**src/rtl/regfile_mp_if.sv**
```systemverilog
// Register-file access bundle: two write ports, busy-set port, NRD flattened read ports, ready.
interface regfile_mp_if #(
  parameter int unsigned DSIZE = 16,
  parameter int unsigned ASIZE = 4,
  parameter int unsigned NRD   = 2
);
  logic                   ready;
  logic                   wen0;
  logic [ASIZE-1:0]       waddr0;
  logic [DSIZE-1:0]       wdata0;
  logic                   wen1;
  logic [ASIZE-1:0]       waddr1;
  logic [DSIZE-1:0]       wdata1;
  logic                   set_en;
  logic [ASIZE-1:0]       set_addr;
  logic [NRD*ASIZE-1:0]   raddr;
  logic [NRD*DSIZE-1:0]   rdata;
  logic [NRD-1:0]         rbusy;

  modport master (
    output wen0, waddr0, wdata0, wen1, waddr1, wdata1, set_en, set_addr, raddr,
    input  ready, rdata, rbusy
  );

  modport slave (
    input  wen0, waddr0, wdata0, wen1, waddr1, wdata1, set_en, set_addr, raddr,
    output ready, rdata, rbusy
  );
endinterface

```
**src/rtl/regfile_mp.sv**
```systemverilog
// Multi-port register file with write-to-read bypass, busy scoreboard and post-reset clear sweep.
module regfile_mp #(
  parameter int unsigned DSIZE   = 16,
  parameter int unsigned ASIZE   = 4,
  parameter int unsigned NREG    = 16,
  parameter int unsigned NRD     = 2,
  parameter bit          ZERO_R0 = 1'b1
) (
  input logic          clk,
  input logic          rst,
  regfile_mp_if.slave  bus
);

  typedef enum logic {StInit, StRun} state_e;

  state_e           state_q, state_d;
  logic [ASIZE-1:0] ptr_q, ptr_d;
  logic [NREG-1:0]  busy_q, busy_d;
  logic [DSIZE-1:0] mem_q [NREG];

  logic run, we0, we1, set_ok;

  // Address names a real, writable/readable register (r0 excluded when hard-wired).
  function automatic logic addr_ok(input logic [ASIZE-1:0] a);
    return (32'(a) < NREG) && !(ZERO_R0 && (a == '0));
  endfunction

  assign run    = (state_q == StRun);
  assign we0    = run & bus.wen0 & addr_ok(bus.waddr0);
  assign we1    = run & bus.wen1 & addr_ok(bus.waddr1);
  assign set_ok = run & bus.set_en & addr_ok(bus.set_addr);

  always_comb begin
    state_d = state_q;
    ptr_d   = ptr_q;
    unique case (state_q)
      StInit: begin
        ptr_d = ptr_q + 1'b1;
        if (ptr_q == ASIZE'(NREG - 1)) begin
          state_d = StRun;
          ptr_d   = '0;
        end
      end
      StRun: ;
    endcase
  end

  // Set is applied after clears so a newly issued producer stays outstanding.
  always_comb begin
    busy_d = busy_q;
    if (we0)    busy_d[bus.waddr0]   = 1'b0;
    if (we1)    busy_d[bus.waddr1]   = 1'b0;
    if (set_ok) busy_d[bus.set_addr] = 1'b1;
  end

  always_ff @(posedge clk or negedge rst) begin
    if (!rst) begin
      state_q <= StInit;
      ptr_q   <= '0;
      busy_q  <= '0;
    end else begin
      state_q <= state_d;
      ptr_q   <= ptr_d;
      busy_q  <= busy_d;
    end
  end

  // Array carries no reset; the sweep clears it. Port 1 is written last so it wins on collision.
  always_ff @(posedge clk) begin
    if (!run) begin
      mem_q[ptr_q] <= '0;
    end else begin
      if (we0) mem_q[bus.waddr0] <= bus.wdata0;
      if (we1) mem_q[bus.waddr1] <= bus.wdata1;
    end
  end

  assign bus.ready = run;

  for (genvar k = 0; k < NRD; k++) begin : g_rd
    logic [ASIZE-1:0] ra;
    logic             hit0, hit1;

    assign ra   = bus.raddr[k*ASIZE +: ASIZE];
    assign hit1 = we1 && (bus.waddr1 == ra);
    assign hit0 = we0 && (bus.waddr0 == ra);

    always_comb begin
      bus.rdata[k*DSIZE +: DSIZE] = '0;
      bus.rbusy[k]                = 1'b0;
      if (run && addr_ok(ra)) begin
        if (hit1)      bus.rdata[k*DSIZE +: DSIZE] = bus.wdata1;
        else if (hit0) bus.rdata[k*DSIZE +: DSIZE] = bus.wdata0;
        else           bus.rdata[k*DSIZE +: DSIZE] = mem_q[ra];
        bus.rbusy[k] = busy_q[ra] & ~(hit0 | hit1);
      end
    end
  end

endmodule

```
**src/flat_wrapper.sv**
```systemverilog
// flat-port wrapper written by rule: the top's interface ports become plain ports
module regfile_mp_flat 
#(
  parameter int unsigned DSIZE   = 16,
  parameter int unsigned ASIZE   = 4,
  parameter int unsigned NREG    = 16,
  parameter int unsigned NRD     = 2,
  parameter bit          ZERO_R0 = 1'b1
)
  (clk, rst, bus_wen0, bus_waddr0, bus_wdata0, bus_wen1, bus_waddr1, bus_wdata1, bus_set_en, bus_set_addr, bus_raddr, bus_ready, bus_rdata, bus_rbusy);
  regfile_mp_if #(.DSIZE(DSIZE), .ASIZE(ASIZE), .NRD(NRD)) bus_i ();
  input logic clk;
  input logic rst;
  input wire logic [$bits(bus_i.wen0)-1:0] bus_wen0;
  input wire logic [$bits(bus_i.waddr0)-1:0] bus_waddr0;
  input wire logic [$bits(bus_i.wdata0)-1:0] bus_wdata0;
  input wire logic [$bits(bus_i.wen1)-1:0] bus_wen1;
  input wire logic [$bits(bus_i.waddr1)-1:0] bus_waddr1;
  input wire logic [$bits(bus_i.wdata1)-1:0] bus_wdata1;
  input wire logic [$bits(bus_i.set_en)-1:0] bus_set_en;
  input wire logic [$bits(bus_i.set_addr)-1:0] bus_set_addr;
  input wire logic [$bits(bus_i.raddr)-1:0] bus_raddr;
  output wire logic [$bits(bus_i.ready)-1:0] bus_ready;
  output wire logic [$bits(bus_i.rdata)-1:0] bus_rdata;
  output wire logic [$bits(bus_i.rbusy)-1:0] bus_rbusy;
  assign bus_i.wen0 = bus_wen0;
  assign bus_i.waddr0 = bus_waddr0;
  assign bus_i.wdata0 = bus_wdata0;
  assign bus_i.wen1 = bus_wen1;
  assign bus_i.waddr1 = bus_waddr1;
  assign bus_i.wdata1 = bus_wdata1;
  assign bus_i.set_en = bus_set_en;
  assign bus_i.set_addr = bus_set_addr;
  assign bus_i.raddr = bus_raddr;
  assign bus_ready = bus_i.ready;
  assign bus_rdata = bus_i.rdata;
  assign bus_rbusy = bus_i.rbusy;
  regfile_mp #(.DSIZE(DSIZE), .ASIZE(ASIZE), .NREG(NREG), .NRD(NRD), .ZERO_R0(ZERO_R0)) u_core (.clk(clk), .rst(rst), .bus(bus_i));
endmodule
```
**config.mk**
```make
export PLATFORM = sky130hd
export DESIGN_NAME = regfile_mp_flat
export DESIGN_NICKNAME = d
export VERILOG_FILES = /design/src/rtl/regfile_mp_if.sv /design/src/rtl/regfile_mp.sv /design/src/flat_wrapper.sv
export SDC_FILE = /design/constraint.sdc
export NUM_CORES = 1
export LEC_CHECK = 0
export BUFFER_PORTS_ARGS = -buffer_cell sky130_fd_sc_hd__buf_4
export CORE_MARGIN = 5
export CORE_UTILIZATION = 60
export CTS_BUF_LIST = sky130_fd_sc_hd__clkbuf_8 sky130_fd_sc_hd__clkbuf_16
export CTS_CLUSTER_SIZE = 24
export DETAILED_ROUTE_END_ITERATION = 16
export HOLD_SLACK_MARGIN = 0.15
export PLACE_DENSITY = 0.74
export REMOVE_ABC_BUFFERS = 1
export SYNTH_ARGS = -nofsm -noshare
export SYNTH_HDL_FRONTEND = slang
export SYNTH_SLANG_ARGS = --single-unit
```
**constraint.sdc**
```tcl
create_clock -name clk -period 3.5 [get_ports clk]
set_input_delay 0.35 -clock clk [delete_from_list [all_inputs] [get_ports clk]]
set_output_delay 0.35 -clock clk [all_outputs]
set_load 0.005 [all_outputs]
```
==> run metrics <==
logic gate share of total power=0.157; FMAX=302.9 MHz; CTS Buf Count=30; final period utilization=0.9432; Antenna Nets Post-Route=0; arrival time at the worst endpoint=2.95 ns; GPL Wtd Cong=0.9600; Req. time, crit path=3.15 ns; CP peak stage delay=1.02 ns; GRT Overall Usage=0.3442; Synth Register Bits=277; crit path from=u_core.bus.ready$_DFF_PN0_; crit-path max FO=16; Max clock buf depth=3; internal power=5.992 mW; Routed wire per std cell=28.33 um; Final Hold Vio Count=0; Starting Density=0.6039; Die Wd=179.5 um; layout cell share with drive strength beyond 1=0.2517; Die Height=179.5 um; class of the worst hold path=input port to register; via count=14080; hold path start=bus_set_addr[3]; clock share of power=0.380; ant diodes=0; DR DRC count=0; Resized Gates After CTS=0; clk slew on worst S/H paths=0.06 ns; critical path startpoint category=register; relative slew slack=0.1642; hpwl dp=38020 um; first-pass GRT wire length=85330 um; register area share after synthesis=0.4764; Post-synth EDFFs=256; RSZ-0062 raised after global routing=false; I/O Buffers=91; Top Ports=92; Max Clock Skew=0.007703 ns; CTS tree=yes; final wirelength=57140 um; final slew viol count=0; vias in the first global route=14070; total die area=32220 um2; metal1 wirelength=20280 um; root buffer cell=clkbuf_16; Congestion Overflow GR=0; top_reg_cell synth=edfxtp_1; H-tree Lvls=1; Worst Tran Pin Value=1.250 ns; hold buffer count at cts=4; NetSw=2.102 mW; core area=28550 um2; initial antenna violation count=1; Syn Inst Count=1574; critical path cell sequence=and2_1 > o41ai_4 > nor4_4 > nor3_4 > a2111oi_0 > buf_4; commonest non-fill, non-tap cell in the layout=nand2_1; status=finished, final reports clean; worst skew pair latency=0.56 ns; syn_area_per_cell=10.95 um2; met3 WL=7403 um; slowest cell on the critical path=nor3_4; Static Leak=7.182 nW; Met2 Routed Length=25870 um; Net Sw Frac=0.2597; design area=19560 um2; kind of critical path=register to primary output; largest net degree at the start of global routing=37; Sequential Power Share=0.463; initial drt markers=2037; setup TNS=0 ns; Max Cap Viol=0; most frequent cells in the layout=nand2_1 (264), edfxtp_1 (256), o21ai_0 (253); post-synthesis cell type count=58; Power Density=413.7 nW/um2; crit end category=primary output; clk sinks=277; Yosys top cell area share=0.4459; mapped cell area=17240 um2; FP Rows=62; worst vdd ir=0.4258 mV; Yosys Warn Count=0; minimum clock period=3.301 ns; number of setup violations in the final report=0; Pre-antenna DRT Iters=5; post-CTS setup buffers=0; Placed Area=18590 um2; # nets final=1673; max layer used=met5; Area Growth Syn to Fin=13.49%; ys async rst share=0.07581; RR Startpoint=u_core.bus.ready$_DFF_PN0_; Synth area leaders=edfxtp_1 (45%), mux4_2 (12%), o21ai_0 (7.3%); most area-hungry cell type in the Yosys netlist=edfxtp_1; Vias/cell=6.978
[power by group through the flow]
| stage | Sequential (mW) | Clock (mW) | Combinational (mW) |
|---|---|---|---|
| final | 3.74 | 3.08 | 1.27 |
| after global routing | 3.75 | 3.23 | 1.34 |
| after CTS | 3.74 | 3.09 | 1.24 |
| after detailed placement | 3.81 | 0 | 1.23 |
| after global placement | 3.80 | 0 | 1.21 |
| after floorplan | 3.79 | 0 | 0.604 |
[cell type report]
class / instances / area [um2]
clock buffer: 30 / 750.7
clock inverter: 20 / 185.2
fill: 2108 / 8984
inverter: 49 / 183.9
multi-input combinational: 1069 / 8242
sequential: 277 / 8213
tap: 384 / 480.5
timing repair buffer: 188 / 1509
[through the flow]
stage	instances	hold WS, ns	power [mW]	util	setup WS [ns]
2_1_floorplan	1395	0.05441	4.397	-	-0.1224
3_3_place_gp	1963	0.2497	5.007	0.6511	0.4398
3_5_place_dp	1963	0.2497	5.041	0.6511	0.3857
4_1_cts	2017	0.1722	8.072	0.6853	0.2652
5_1_grt	2017	0.2160	8.317	0.6853	0.05892
6_report	2017	0.2001	8.094	0.6853	0.1988
[routing by layer]
metal / vias up / track usage
met5: - / 0
met4: 2 / 0.1756
met3: 232 / 0.07862
met2: 1121 / 0.5322
met1: 6738 / 0.4617
li1: 5982 / -
[cells in the mapped netlist (18+ instances only)]
library cell	instances
a21oi_1	25
a22oi_1	31
buf_2	46
clkbuf_1	118
dfrtp_1	21
edfxtp_1	256
inv_1	49
mux2_2	34
mux2i_1	95
mux4_2	90
nand2_1	264
nor2_1	85
o21ai_0	253
o22ai_1	18
[critical path, delay by kind of cell, from the launching register on]
family | cells | cell delay (ns)
AND/OR/NAND/NOR | 3 | 1.34
flip-flops | 1 | 0.39
AO/OA/AOI/OAI | 2 | 0.43
buffers and inverters | 1 | 0.22
[flip-flops by register name, indices dropped and copies added (netlist names)]
register / cells
u_core.ptr_q: 4
u_core.mem_q: 256
u_core.busy_q: 16
u_core.bus.ready: 1
[cell families (layout without fill, tap and decap cells)]
logic type / Yosys count / in the layout / share of synthesized area
compound gates: 415 / 415 / 0.1612
xor+xnor: 17 / 17 / 0.008637
fa+ha+maj: 1 / 1 / 0.0007257
buf+inv: 228 / 287 / 0.05538
flops: 277 / 277 / 0.4764
mux: 219 / 219 / 0.1949
simple gates: 417 / 417 / 0.1027
[path summary, 6_finish.rpt]
| path | depth (start not counted) | end | slack [ns] |
|---|---|---|---|
| min in group asynchronous | 2 | u_core.ptr_q[2]$_DFFE_PN0N_ | 0.21 |
| min | 4 | u_core.busy_q[7]$_DFF_PN0_ | 0.20 |
| max reg2reg | 6 | u_core.mem_q[1][13]$_DFFE_PP_ | 0.82 |
| max | 6 | bus_rdata[27] | 0.20 |
| max in group asynchronous | 2 | u_core.busy_q[11]$_DFF_PN0_ | 3.06 |
| min reg2reg | 0 | u_core.busy_q[0]$_DFF_PN0_ | 0.41 |
(Power assumes the default switching activity.)
